===== config.mk =====
export PLATFORM = sky130hd
export DESIGN_NAME = axis_opt_sc_fifo
export DESIGN_NICKNAME = d
export VERILOG_FILES = /design/src/rtl/axis_opt_sc_fifo_pkg.sv /design/src/rtl/axis_opt_fifo_ram.sv /design/src/rtl/axis_opt_sc_fifo.sv
export SDC_FILE = /design/constraint.sdc
export NUM_CORES = 1
export LEC_CHECK = 0
export CORE_MARGIN = 4
export CORE_UTILIZATION = 35
export CTS_CLUSTER_SIZE = 16
export DETAILED_ROUTE_END_ITERATION = 7
export GPL_ROUTABILITY_DRIVEN = 1
export MAX_ROUTING_LAYER = met4
export PLACE_DENSITY = 0.54
export SYNTH_ARGS = -nofsm -noshare
export SYNTH_HDL_FRONTEND = slang
export SYNTH_SLANG_ARGS = --single-unit

===== constraint.sdc =====
create_clock -name clk -period 3.8 [get_ports clk]
set_clock_uncertainty 0.2 [all_clocks]
set_input_delay 0.57 -clock clk [delete_from_list [all_inputs] [get_ports clk]]
set_output_delay 0.57 -clock clk [all_outputs]
set_load 0.005 [all_outputs]

===== src/rtl/axis_opt_sc_fifo_pkg.sv =====
// Shared helpers for the single-clock optional AXI-Stream FIFO: sizing math
// and the depth legality rule checked at elaboration.
package axis_opt_sc_fifo_pkg;

    function automatic int unsigned clog2(input int unsigned value);
        int unsigned result = 0;
        for (int unsigned i = 0; i < 32; i++) begin
            if ((64'(1) << i) < 64'(value)) result = i + 1;
        end
        return result;
    endfunction

    // Width of the level / packet counters; a zero-depth FIFO keeps a 1-bit port.
    function automatic int unsigned level_width(input int unsigned deep);
        return (deep == 0) ? 1 : clog2(deep + 1);
    endfunction

    function automatic bit deep_is_legal(input int unsigned deep);
        return (deep == 0) || (deep >= 2 && deep <= 1024 && (deep & (deep - 1)) == 0);
    endfunction

endpackage


===== src/rtl/axis_opt_fifo_ram.sv =====
// Simple dual-port distributed RAM: synchronous write, asynchronous read.
module axis_opt_fifo_ram
    import axis_opt_sc_fifo_pkg::*;
#(
    parameter int unsigned DW   = 13,
    parameter int unsigned DEEP = 32
) (
    input  logic                     clk,
    input  logic                     wr_en,
    input  logic [clog2(DEEP)-1:0]   wr_addr,
    input  logic [DW-1:0]            wr_data,
    input  logic [clog2(DEEP)-1:0]   rd_addr,
    output logic [DW-1:0]            rd_data
);

    logic [DW-1:0] mem [DEEP];

    always_ff @(posedge clk) begin
        if (wr_en) mem[wr_addr] <= wr_data;
    end

    assign rd_data = mem[rd_addr];

endmodule


===== src/rtl/axis_opt_sc_fifo.sv =====
// Single-clock AXI-Stream FIFO with optional zero-depth pass-through, token-only
// storage, whole-packet release, fill level and almost-full flag.
module axis_opt_sc_fifo
    import axis_opt_sc_fifo_pkg::*;
#(
    parameter int unsigned WIDTH       = 12,
    parameter bit          NO_DATA     = 1'b0,
    parameter int unsigned DEEP        = 32,
    parameter bit          PACKET_MODE = 1'b0,
    parameter int unsigned AF_THRESH   = DEEP - 2
) (
    input  logic                          clk,
    input  logic                          rst,
    input  logic [WIDTH-1:0]              s_rx_tdata,
    input  logic                          s_rx_tlast,
    input  logic                          s_rx_tvalid,
    output logic                          s_rx_tready,
    output logic [WIDTH-1:0]              m_tx_tdata,
    output logic                          m_tx_tlast,
    output logic                          m_tx_tvalid,
    input  logic                          m_tx_tready,
    output logic [level_width(DEEP)-1:0]  level,
    output logic                          almost_full,
    output logic [level_width(DEEP)-1:0]  pkt_count
);

    localparam int unsigned LW = level_width(DEEP);

    if (!deep_is_legal(DEEP)) begin : g_bad_deep
        $error("axis_opt_sc_fifo: DEEP=%0d must be 0 or a power of two in 2..1024", DEEP);
    end

    if (DEEP == 0) begin : g_pass
        assign m_tx_tdata  = NO_DATA ? '0 : s_rx_tdata;
        assign m_tx_tlast  = s_rx_tlast;
        assign m_tx_tvalid = s_rx_tvalid;
        assign s_rx_tready = m_tx_tready;
        assign level       = '0;
        assign pkt_count   = '0;
        assign almost_full = 1'b0;
    end else begin : g_fifo
        localparam int unsigned AW = clog2(DEEP);
        localparam int unsigned PW = AW + 1;
        localparam int unsigned RW = NO_DATA ? 1 : WIDTH + 1;

        logic [PW-1:0] wr_ptr, rd_ptr;
        logic [LW-1:0] level_nxt, pkt_nxt;
        logic [RW-1:0] wr_word, rd_word;
        logic          full, empty, wr_en, rd_en;

        // Pointer MSB differs only once the writer has lapped the reader.
        assign full  = (wr_ptr[AW] != rd_ptr[AW]) && (wr_ptr[AW-1:0] == rd_ptr[AW-1:0]);
        assign empty = (wr_ptr == rd_ptr);

        assign s_rx_tready = !full && !rst;
        assign m_tx_tvalid = !empty && (!PACKET_MODE || (pkt_count != '0) || full);
        assign wr_en       = s_rx_tvalid && s_rx_tready;
        assign rd_en       = m_tx_tvalid && m_tx_tready;

        if (NO_DATA) begin : g_token
            assign wr_word    = s_rx_tlast;
            assign m_tx_tdata = '0;
        end else begin : g_data
            assign wr_word    = {s_rx_tdata, s_rx_tlast};
            assign m_tx_tdata = rd_word[RW-1:1];
        end
        assign m_tx_tlast = rd_word[0];

        axis_opt_fifo_ram #(
            .DW   (RW),
            .DEEP (DEEP)
        ) u_ram (
            .clk     (clk),
            .wr_en   (wr_en),
            .wr_addr (wr_ptr[AW-1:0]),
            .wr_data (wr_word),
            .rd_addr (rd_ptr[AW-1:0]),
            .rd_data (rd_word)
        );

        always_comb begin
            level_nxt = level;
            pkt_nxt   = pkt_count;
            if (wr_en && !rd_en) level_nxt = level + LW'(1);
            else if (rd_en && !wr_en) level_nxt = level - LW'(1);
            case ({wr_en && s_rx_tlast, rd_en && m_tx_tlast})
                2'b10:   pkt_nxt = pkt_count + LW'(1);
                2'b01:   pkt_nxt = pkt_count - LW'(1);
                default: pkt_nxt = pkt_count;
            endcase
        end

        always_ff @(posedge clk) begin
            if (rst) begin
                wr_ptr      <= '0;
                rd_ptr      <= '0;
                level       <= '0;
                pkt_count   <= '0;
                almost_full <= (AF_THRESH == 0);
            end else begin
                if (wr_en) wr_ptr <= wr_ptr + PW'(1);
                if (rd_en) rd_ptr <= rd_ptr + PW'(1);
                level       <= level_nxt;
                pkt_count   <= pkt_nxt;
                almost_full <= (32'(level_nxt) >= AF_THRESH);
            end
        end
    end

endmodule

# ---- After elaboration in Yosys (flattened, before gate mapping)
# Memory sizes are Yosys's and may differ from the RTL's. A register that Yosys moved wholly into a read port is not among the register bits.
# Cells that the tools add are included.
# Widths: inputs -> output; s select.
dict set report classes {
  n_addsub 6
  n_lt_le_gt_ge 1
  n_eq_ne 5
  mux 7
  n_reduce_logical 14
}
# operator n
set op_table {}
lappend op_table {{$add 6x1->6 const B} 4}
lappend op_table {{$mux 6} 2}
lappend op_table {{$pmux 6 s2} 1}
lappend op_table {{$sub 6x1->6 const B} 2}
lappend op_table {{$mux 5} 2}
lappend op_table {{$logic_and 1x1->1} 8}
lappend op_table {{$eq 6x6->1} 1}
lappend op_table {{$ge 6x5->1 const B} 1}
lappend op_table {{$eq 5x5->1} 1}
lappend op_table {{$logic_not 1->1} 5}
lappend op_table {{$eq 2x1->1 const B} 1}
lappend op_table {{$eq 2x2->1 const B} 1}
lappend op_table {{$mux 1} 2}
lappend op_table {{$reduce_bool 2->1} 1}
lappend op_table {{$ne 1x1->1} 1}
dict set report totals {
  regBits 25
  mem_bits_rw 416
  in_bits 17
  output_inout_bits 28
  word_cells 39
  mem_count 1
}
# memory depth width rd rd_clocked_by_memory_dff wr line
set memory_table {}
lappend memory_table {g_fifo.u_ram.mem 32 13 1 1 1 axis_opt_fifo_ram.sv:16} ;# logic [DW-1:0] mem [DEEP];

# ---- Longest topological paths before layout
# Gate-level depths: netlist of the first run.
dict set report depth {
  ltp_word 10
  depth_mapped 15
  ltp_nobuf 13
}

# ---- Hierarchy
# A second synthesis of the first run with hierarchy kept.
dict set report hier_totals {
  cells_unflattened 1089
  area_unflattened_um2 17879.6
}
# module n_inst cells_per_inst area_per_inst_um2 seq_area_each_um2
set by_module_without_submodules {}
lappend by_module_without_submodules {axis_opt_fifo_ram 1 923 16468.3 12492.0}
lappend by_module_without_submodules {axis_opt_sc_fifo 1 166 1411.4 500.5}

# ---- Worst setup path after synthesis of the first run
# No wires, ideal clock.
dict set report synth_path {
  path_kind {reg2reg}
  startpoint {register with a tool-made name}
  endpoint {register pkt_count[5]}
  setup_time_ns 0.071
  t_arrival_ns 3.806
  required_time_ns 3.529
  path_slack_ns -0.277
  stages_incl_launch_ff 16
  n_path_buf 2
  synth_period_minus_slack_ns 4.077
  path_cell_list {dfxtp_1 > clkbuf_1 > buf_2 > mux4_2 > mux4_2 > mux2_2 > and2_1 > ha_1 > ha_1 > a21o_1 > a21oi_1 > o21bai_1 > a21oi_1 > xor2_1 > or3_1 > a21oi_1}
}
# item line
set synth_lines {}
lappend synth_lines {{end signal: assignment} axis_opt_sc_fifo.sv:104} ;# pkt_count <= pkt_nxt;
lappend synth_lines {{end: declaration} axis_opt_sc_fifo.sv:24} ;# output logic [level_width(DEEP)-1:0] pkt_count

==> impl_metrics.env, run 1 <==
export IMPL_cts_tree="yes"
export IMPL_grt_pass1_wl_um=59700
export IMPL_stdcell_area_sq_um=21300
export IMPL_cts_sinks=446
export IMPL_die_h_um=231
export IMPL_yosysUniqueCellTypes=44
export IMPL_first_pass_iters=5
export IMPL_fp_row_count=81
export IMPL_clk_latency_ns=0.57
export IMPL_fin_crit_ns=3.76
export IMPL_pin_count=45
export IMPL_fmax_mhz=266
export IMPL_ir_worst_vdd_mv=0.331
export IMPL_nFillCells=4216
export IMPL_holdBufCountCts=0
export IMPL_htreeDepth=2
export IMPL_die_w_um=231
export IMPL_worstPathMaxFanout=4
export IMPL_synth_top_cell_area_share_pct=71.6
export IMPL_whs_ns=0.313
export IMPL_cts_inserted_buffers=47
export IMPL_rr_worst_depth=15
export IMPL_tightest_slew_ns=1.19
export IMPL_cts_root_buffer_cell="clkbuf_16"
export IMPL_grt_max_degree=41
export IMPL_start_util_pct=35.5
export IMPL_netlist_instances=811
export IMPL_routedWlPerCell_um=24.0
export IMPL_worstPathArrival_ns=4.06
export IMPL_layout_commonest_cell="edfxtp_1"
export IMPL_synth_seq_cells=446
export IMPL_drive_above_1_share_pct=35.3
export IMPL_core_area_sq_um=49200
export IMPL_drtIter0Drc=817
export IMPL_cap_violations=0
export IMPL_setup_viol=0
export IMPL_yosys_top_cells_area="edfxtp_1 (72%), mux4_2 (17%), dfxtp_1 (3.4%), nor2_1 (1.4%), ha_1 (0.86%)"
export IMPL_clk_pin_slew_ns=0.06
export IMPL_drv_slew=0
export IMPL_hp_class="reg -> reg"
export IMPL_ys_seq_area_share_pct=75.0
export IMPL_placed_cell_area_sq_um=19200
export IMPL_drc=0
export IMPL_p_leak_nw=6.83
export IMPL_min_from="g_fifo.rd_ptr[1]"
export IMPL_synth_flop_cell="edfxtp_1"
export IMPL_final_hold_viol_count=0
export IMPL_final_antenna_net_count=0
export IMPL_period_share_pct=98.9
export IMPL_final_nets=1012
export IMPL_outcome="completed"
export IMPL_grt_ovfl_total=0
export IMPL_end_kind="register"
export IMPL_grt_pass1_vias=8975
export IMPL_power_mw=11.3
export IMPL_dpl_hpwl_um=23200
export IMPL_areaGrowthSynthToFinish_pct=22.3
export IMPL_critPathKind="reg -> reg"
export IMPL_grt_antenna_before_repair=0
export IMPL_n_antenna_cell=0
export IMPL_cp_required_ns=4.10
export IMPL_async_flop_share_pct=0
export IMPL_via_per_inst=5.05
export IMPL_yosys_area_top_type="edfxtp_1"
export IMPL_gp_congestion=0.744
export IMPL_powerDensity_nw_per_um2=527
export IMPL_yosysWarnings=0
export IMPL_port_buffers=44
export IMPL_start_kind="register"
export IMPL_synth_cell_area_sq_um=17500
export IMPL_vias=8490
export IMPL_relSlewSlack_pct=20.2
export IMPL_grtUsageTotal_pct=15.6
export IMPL_cts_buffer_depth=3
export IMPL_synth_nets=841
export IMPL_die_area_sq_um=53500
export IMPL_postRouteWirelength_um=40400
export IMPL_synth_avg_cell_area_sq_um=21.5
export IMPL_synth_edf_count=416
export IMPL_min_path_cells=2
export IMPL_mostFrequentLayoutCells="edfxtp_1 (416), mux4_2 (130), buf_4 (89), nor2_1 (66), clkbuf_16 (50)"
export IMPL_rsz0062_at_grt="true"
-- critical path, cell delays in order, from the launching register on --
cell      delay (ns)
dfxtp_4         0.37
buf_12          0.11
buf_6           0.10
mux4_2          0.48
mux4_2          0.49
mux2_4          0.30
and2_4          0.15
ha_4            0.18
ha_4            0.20
a21o_1          0.15
a21oi_2         0.14
o21bai_1        0.09
a21oi_1         0.17
xor2_1          0.10
or3_1           0.37
a21oi_2         0.12
-- Yosys cell counts (6+ instances only) --
| library cell | number |
|---|---|
| nor2b_1 | 6 |
| xnor2_1 | 9 |
| xor2_1 | 10 |
| buf_2 | 13 |
| dfxtp_1 | 30 |
| inv_1 | 7 |
| clkbuf_1 | 22 |
| nor2_1 | 66 |
| mux2_2 | 13 |
| nand2_1 | 12 |
| a21oi_1 | 9 |
| ha_1 | 12 |
| mux4_2 | 130 |
| edfxtp_1 | 416 |
-- registers in the layout, summed over array words and instances, names as in the netlist, named ones only --
register,cells
almost_full,1
g_fifo.rd_ptr,6
g_fifo.u_ram.mem,416
g_fifo.wr_ptr,6
level,6
pkt_count,6
-- layout make-up --
| class | instances | area [sq um] | share of cell area, % |
|---|---|---|---|
| Sequential cell | 446 | 13100 | 61.4 |
| Tap cell | 664 | 831 | 3.89 |
| Clock inverter | 28 | 269 | 1.26 |
| Multi-Input combinational cell | 319 | 4270 | 20.0 |
| Inverter | 8 | 30.0 | 0.141 |
| Clock buffer | 55 | 1240 | 5.80 |
| Timing Repair Buffer | 160 | 1610 | 7.53 |
-- per-stage QoR --
stage	utilization (%)	TNS [ns]	setup WS, ns	std cells
after global placement	39.0	-0.00369	-0.00369	1554
final	43.4	0	0.0410	1680
after global routing	43.4	-0.184	-0.150	1680
after floorplan	-	0	0.0101	811
after detailed placement	39.0	-0.00585	-0.00585	1554
after CTS	43.2	-0.301	-0.0834	1670
-- final timing paths --
kind | to | slack (ns)
setup / recovery | pkt_count[5] | 0.04
hold / removal | register | 0.31
setup reg to reg | pkt_count[5] | 0.04
hold reg to reg | register | 0.31
-- power breakdown --
group	switching [mW]	internal, mW	leakage [nW]
sequential	0.0414	5.41	3.99
clock	1.88	2.56	0.739
combinational	0.564	0.802	2.10
-- metal layers --
layer,GRT usage [%],wire [um]
met1,21.6,18100
met4,3.66,622
met3,2.94,2180
met2,24.2,19500
met5,-,0
-- logic make-up after synthesis --
| family | Yosys count | share of synthesized area [%] |
|---|---|---|
| AO/OA/AOI/OAI | 26 | 1.18 |
| XOR/XNOR | 19 | 0.953 |
| adder cells (fa/ha/maj) | 13 | 0.975 |
| buffers and inverters | 46 | 1.08 |
| flip-flops | 446 | 75.0 |
| multiplexers | 145 | 17.7 |
| AND/OR/NAND/NOR | 116 | 3.07 |
-- repair_timing --
action	in CTS	in global routing
gates cloned	8	2
gates resized for setup	64	22
setup buffers	25	10
setup endpoints to repair	12	9
pin swaps	1	7
Note: power is estimated with default switching activity, not from simulation.
==> run 2: changes to the inputs <==
- CAP_MARGIN: default -> 20
==> run 2 against run 1 <==
  * Combinational power about the same
  * Design area rose by 0.66%
  * Non-clock buffer count rose by 7
  * Core utilization grew 0.29 points
  * Sequential share of layout area is 0.40 points lower
  * Worst hold slack about the same
  * Cell count increased by 0.42%
  * Critical endpoint unchanged
  * Largest cell class unchanged
==> impl_metrics.env, run 2 (synthesis gave the netlist of run 1 again) <==
export IMPL_stdcell_area_sq_um=21500
export IMPL_layout_commonest_cell="edfxtp_1"
export IMPL_ir_worst_vdd_mv=0.331
export IMPL_grt_antenna_before_repair=0
export IMPL_cts_buffer_depth=3
export IMPL_powerDensity_nw_per_um2=525
export IMPL_routedWlPerCell_um=23.9
export IMPL_final_nets=1019
export IMPL_cts_tree="yes"
export IMPL_first_pass_iters=5
export IMPL_worst_path_stages=15
export IMPL_holdBufCountCts=0
export IMPL_fmax_mhz=266
export IMPL_relSlewSlack_pct=48.3
export IMPL_grtUsageTotal_pct=15.6
export IMPL_largest_register_ffs=416
export IMPL_areaGrowthSynthToFinish_pct=23.1
export IMPL_grt_ovfl_total=0
export IMPL_clk_latency_ns=0.57
export IMPL_worstPathMaxFanout=4
export IMPL_hp_class="reg -> reg"
export IMPL_cts_inserted_buffers=47
export IMPL_cts_root_buffer_cell="clkbuf_16"
export IMPL_tns_ns=0
export IMPL_drtIter0Drc=773
export IMPL_gp_congestion=0.744
export IMPL_endpoint="pkt_count[5]"
export IMPL_critPathKind="reg -> reg"
export IMPL_vias=8512
export IMPL_reg2reg_to="pkt_count[5]"
export IMPL_fin_crit_ns=3.76
export IMPL_crit_family="multiplexers"
export IMPL_grt_max_degree=41
export IMPL_rsz0062_at_grt="true"
export IMPL_rr_worst_depth=15
export IMPL_cp_required_ns=4.10
export IMPL_port_buffers=44
export IMPL_mostFrequentLayoutCells="edfxtp_1 (416), mux4_2 (130), buf_4 (89), nor2_1 (66), clkbuf_16 (51)"
export IMPL_die_area_sq_um=53500
export IMPL_cp_slowest_cell="mux4_2"
export IMPL_placed_cells=1554
export IMPL_htreeDepth=2
export IMPL_final_antenna_net_count=0
export IMPL_start_kind="register"
export IMPL_outcome="completed"
export IMPL_pin_count=45
export IMPL_drc=0
export IMPL_placed_cell_area_sq_um=19200
export IMPL_final_hold_viol_count=0
export IMPL_drv_slew=0
export IMPL_die_h_um=231
export IMPL_dpl_hpwl_um=23200
export IMPL_cap_violations=0
export IMPL_drive_above_1_share_pct=35.8
export IMPL_n_antenna_cell=0
export IMPL_period_share_pct=98.9
export IMPL_setup_viol=0
export IMPL_end_kind="register"
export IMPL_crit_chain="buf_12 > buf_6 > mux4_2 > mux4_2 > mux2_4 > and2_4 > ha_4 > ha_4 > a21o_1 > a21oi_2 > o21bai_1 > a21oi_1 > xor2_1 > or3_1 > a21oi_2"
export IMPL_tightest_slew_ns=0.768
export IMPL_utilization_pct=43.7
export IMPL_regMostFlops="g_fifo.u_ram.mem"
export IMPL_max_stage_delay_ns=0.49
export IMPL_critPathBufInv=2
export IMPL_p_leak_nw=6.90
export IMPL_postRouteWirelength_um=40300
export IMPL_worstPathArrival_ns=4.06
export IMPL_final_cells=1687
export IMPL_via_per_inst=5.05
export IMPL_rrSetupSlack_ns=0.04
export IMPL_start_util_pct=35.5
export IMPL_core_area_sq_um=49200
export IMPL_die_w_um=231
export IMPL_grt_pass1_wl_um=59700
export IMPL_fp_row_count=81
export IMPL_clk_pin_slew_ns=0.06
export IMPL_grt_pass1_vias=8975
export IMPL_cts_sinks=446
[run 2: cell count changes in the layout (fill, tap and decap cells not counted)]
cell | before | now
buf_16 | 7 | 9
buf_8 | 1 | 5
clkbuf_16 | 50 | 51
[run 2: layout make-up]
type	instances	area, sq um
clock buffer	55	1240
inverter	8	30.0
timing repair buffer	167	1750
multi-input combinational	319	4270
clock inverter	28	269
tap	664	831
sequential	446	13100
fill	4204	27700
[run 2: per-layer routing]
layer / vias up / share of wire, % / wire [um] / track usage [%]
met5: - / 0 / 0 / -
met4: 0 / 1.5 / 608 / 3.66
met3: 41 / 5.6 / 2280 / 2.94
met2: 251 / 48 / 19500 / 24.2
met1: 4503 / 44 / 17900 / 21.6
li1: 3717 / - / - / -
[run 2: through the flow]
stage / power, mW / setup WS [ns] / hold WS (ns)
floorplan: 6.22 / 0.0101 / 0.275
global placement: 6.61 / -0.00369 / 0.297
detailed placement: 6.61 / -0.00585 / 0.287
CTS: 11.3 / -0.0834 / 0.301
global route: 11.7 / -0.150 / 0.350
finish: 11.3 / 0.0404 / 0.313
[run 2: worst min-delay path by stage]
stage	cells past startpoint	endpoint	from	slack, ns
6_report	2	register	g_fifo.rd_ptr[1]	0.31
4_1_cts	2	pkt_count[5]	pkt_count[5]	0.30
2_1_floorplan	2	pkt_count[5]	pkt_count[5]	0.27
3_5_place_dp	2	pkt_count[5]	pkt_count[5]	0.29
5_1_grt	2	pkt_count[5]	pkt_count[5]	0.35
3_3_place_gp	2	pkt_count[5]	pkt_count[5]	0.30
[run 2: power by group]
group / switching, mW / total, mW / leakage (nW) / internal, mW
combinational: 0.564 / 1.38 / 2.17 / 0.816
sequential: 0.0412 / 5.45 / 3.99 / 5.40
clock: 1.89 / 4.45 / 0.739 / 2.56
total: 2.49 / 11.3 / 6.90 / 8.78
[run 2: what timing repair did]
action / 4_1_cts / 5_1_grt
pin swaps: 1 / 7
buffers inserted: 25 / 10
cloned: 8 / 2
setup endpoints to repair: 12 / 9
resized for setup: 64 / 22
[run 2: worst min-delay path: stages, from the launching register on]
cell and delay, ns:
dfxtp_1 0.34, nand2_1 0.06, a21oi_1 0.07
==> run 3: changes to the inputs <==
- ABC_AREA: default -> 1
- CORE_ASPECT_RATIO: default -> 0.7
==> run 3 against run 2 <==
  * First-iteration DRC count rose by 82%
  * Sequential power barely moved
  * Maximum frequency fell by 0.67%
  * Largest power group unchanged
  * Non-clock buffer count fell by 27
  * Combinational power rose by 13%
==> impl_metrics.env, run 3 <==
export IMPL_outcome="completed"
export IMPL_clk_latency_ns=0.56
export IMPL_netlist_instances=1406
export IMPL_synth_nets=1436
export IMPL_regMostFlops="g_fifo.u_ram.mem"
export IMPL_n_antenna_cell=0
export IMPL_yosys_area_top_type="edfxtp_1"
export IMPL_via_per_inst=5.37
export IMPL_mostFrequentLayoutCells="edfxtp_1 (416), nor2_1 (281), o21ai_0 (229), buf_4 (73), o221ai_1 (72)"
export IMPL_min_path_cells=2
export IMPL_end_kind="output pin"
export IMPL_max_stage_delay_ns=0.54
export IMPL_synth_avg_cell_area_sq_um=12.7
export IMPL_drtIter0Drc=1407
export IMPL_setup_viol=0
export IMPL_yosys_top_cells_count="edfxtp_1 (416), nor2_1 (282), o21ai_0 (239), o221ai_1 (78), clkbuf_1 (76)"
export IMPL_drv_slew=0
export IMPL_power_frac_clock_pct=38.5
export IMPL_final_antenna_net_count=0
export IMPL_period_share_pct=99.6
export IMPL_largest_register_ffs=416
export IMPL_core_area_sq_um=50700
export IMPL_final_hold_viol_count=0
export IMPL_holdBufCountCts=0
export IMPL_cp_slowest_cell="clkdlybuf4s50_1"
export IMPL_start_kind="register"
export IMPL_grt_pass1_wl_um=74600
export IMPL_hp_class="reg -> reg"
export IMPL_areaGrowthSynthToFinish_pct=20.0
export IMPL_first_pass_iters=5
export IMPL_p_switching_mw=2.91
export IMPL_p_int_mw=8.53
export IMPL_grt_pass1_vias=11400
export IMPL_postRouteWirelength_um=50700
export IMPL_yosysWarnings=0
export IMPL_grt_max_degree=55
export IMPL_fmax_mhz=264
export IMPL_tightest_slew_ns=0.567
export IMPL_start_util_pct=35.3
export IMPL_grt_ovfl_total=0
export IMPL_cts_tree="yes"
export IMPL_worstPathMaxFanout=43
export IMPL_rsz0062_at_grt="true"
export IMPL_die_w_um=278
export IMPL_yosysUniqueCellTypes=36
export IMPL_powerDensity_nw_per_um2=532
export IMPL_synth_top_cell_area_share_pct=69.7
export IMPL_synth_edf_count=416
export IMPL_p_leak_nw=7.09
export IMPL_dpl_hpwl_um=29600
export IMPL_cap_violations=0
export IMPL_relSlewSlack_pct=62.1
export IMPL_synth_seq_cells=446
export IMPL_synth_flop_cell="edfxtp_1"
export IMPL_ys_seq_area_share_pct=73.1
export IMPL_share_comb_of_total_power_pct=13.7
export IMPL_crit_chain="buf_12 > clkinv_16 > buf_6 > o21ai_0 > o221ai_1 > nand3_1 > a32oi_2 > clkdlybuf4s50_1"
export IMPL_port_buffers=44
export IMPL_grtUsageTotal_pct=18.4
export IMPL_final_nets=1533
export IMPL_clk_pin_slew_ns=0.06
export IMPL_layout_commonest_cell="edfxtp_1"
export IMPL_vias=11900
export IMPL_gp_congestion=0.817
export IMPL_htreeDepth=2
export IMPL_routedWlPerCell_um=22.9
export IMPL_synth_cell_area_sq_um=17900
export IMPL_whs_ns=0.278
export IMPL_cp_required_ns=3.03
export IMPL_drive_above_1_share_pct=13.8
export IMPL_synth_most_common_cell="edfxtp_1"
export IMPL_cts_inserted_buffers=45
export IMPL_p_sw_share_pct=25.4
export IMPL_pin_count=45
export IMPL_rr_worst_depth=18
export IMPL_ir_worst_vdd_mv=0.306
export IMPL_fin_crit_ns=3.79
export IMPL_fp_row_count=69
export IMPL_utilization_pct=42.4
export IMPL_cts_buffer_depth=3
export IMPL_critPathKind="reg -> out"
export IMPL_grt_antenna_before_repair=0
export IMPL_drc=0
export IMPL_die_area_sq_um=54900
export IMPL_cts_root_buffer_cell="clkbuf_16"
export IMPL_worstPathArrival_ns=3.02
export IMPL_cts_sinks=446
export IMPL_p_seq_share_pct=47.8
export IMPL_async_flop_share_pct=0
export IMPL_yosys_top_cells_area="edfxtp_1 (70%), o21ai_0 (6.7%), nor2_1 (5.9%), o221ai_1 (3.8%), dfxtp_1 (3.4%)"
export IMPL_die_h_um=197
==> run 3: cell count changes after synthesis, moves of 26 or more <==
cell | previous run | this run
nor2_1 | 66 | 282
nand3_1 | 5 | 44
clkbuf_1 | 22 | 76
mux4_2 | 130 | 0
inv_1 | 7 | 33
nand2_1 | 12 | 63
o22ai_1 | 0 | 26
o221ai_1 | 0 | 78
o21ai_0 | 4 | 239
==> run 3: area by class of cell <==
cell class	instances	area, sq um
Fill cell	4617	29200
Multi-Input combinational cell	828	4460
Sequential cell	446	13100
Tap cell	674	843
Clock buffer	54	1180
Inverter	42	186
Timing Repair Buffer	140	1460
Clock inverter	25	253
==> run 3: metal layers <==
metal	wire length [um]	global-route usage (%)	vias to the layer above
li1	-	-	5448
met5	0	-	-
met4	980	4.09	0
met1	24100	26.8	5974
met3	3280	3.57	73
met2	22300	26.9	371
==> run 3: path summary, 6_finish.rpt <==
check             endpoint          from  slack, ns
min reg2reg   pkt_count[5]  pkt_count[5]       0.28
max reg2reg   pkt_count[5]      register       0.33
max          m_tx_tdata[7]      register       0.01
min           pkt_count[5]  pkt_count[5]       0.28
==> run 3: what timing repair did <==
item,in CTS,in global routing
gates resized for setup,24,32
endpoints found under the setup margin,12,14
setup buffers,4,6
gates cloned,3,3
pin swaps,1,9
==> run 3: power by group through the flow <==
stage,clock network (mW),logic (mW),registers (mW)
6_report,4.40,1.56,5.47
5_1_grt,4.70,1.72,5.47
4_1_cts,4.47,1.47,5.47
3_5_place_dp,0,1.36,5.58
3_3_place_gp,0,1.34,5.58
2_1_floorplan,0,0.801,5.55
==> run 3: through the flow <==
step / area, sq um / setup WS, ns / cells / total power, mW / setup TNS (ns)
floorplan: 17900 / 0.693 / 1406 / 6.35 / 0
finish: 21500 / 0.0150 / 2209 / 11.4 / 0
global route: 21500 / -0.0697 / 2209 / 11.9 / -0.0916
detailed placement: 19600 / 0.266 / 2114 / 6.95 / 0
CTS: 21200 / 0.00380 / 2200 / 11.4 / 0
global placement: 19600 / 0.290 / 2114 / 6.92 / 0
==> run 3: kinds of logic after synthesis <==
logic type                 after synthesis  synth area share [%]
buffers and inverters                  132                  2.89
and+or+nand+nor                        417                  9.61
adders and majority gates               13                 0.950
DFF                                    446                  73.1
xor gates and xnor gates                10                 0.489
AOI/OAI and AO/OA                      388                  13.0
==> run 3: critical path, delay by kind of cell (launching register included) <==
| kind | cells | cell delay, ns |
|---|---|---|
| buf+inv | 4 | 1.01 |
| simple gates | 1 | 0.27 |
| flops | 1 | 0.40 |
| compound gates | 3 | 0.75 |
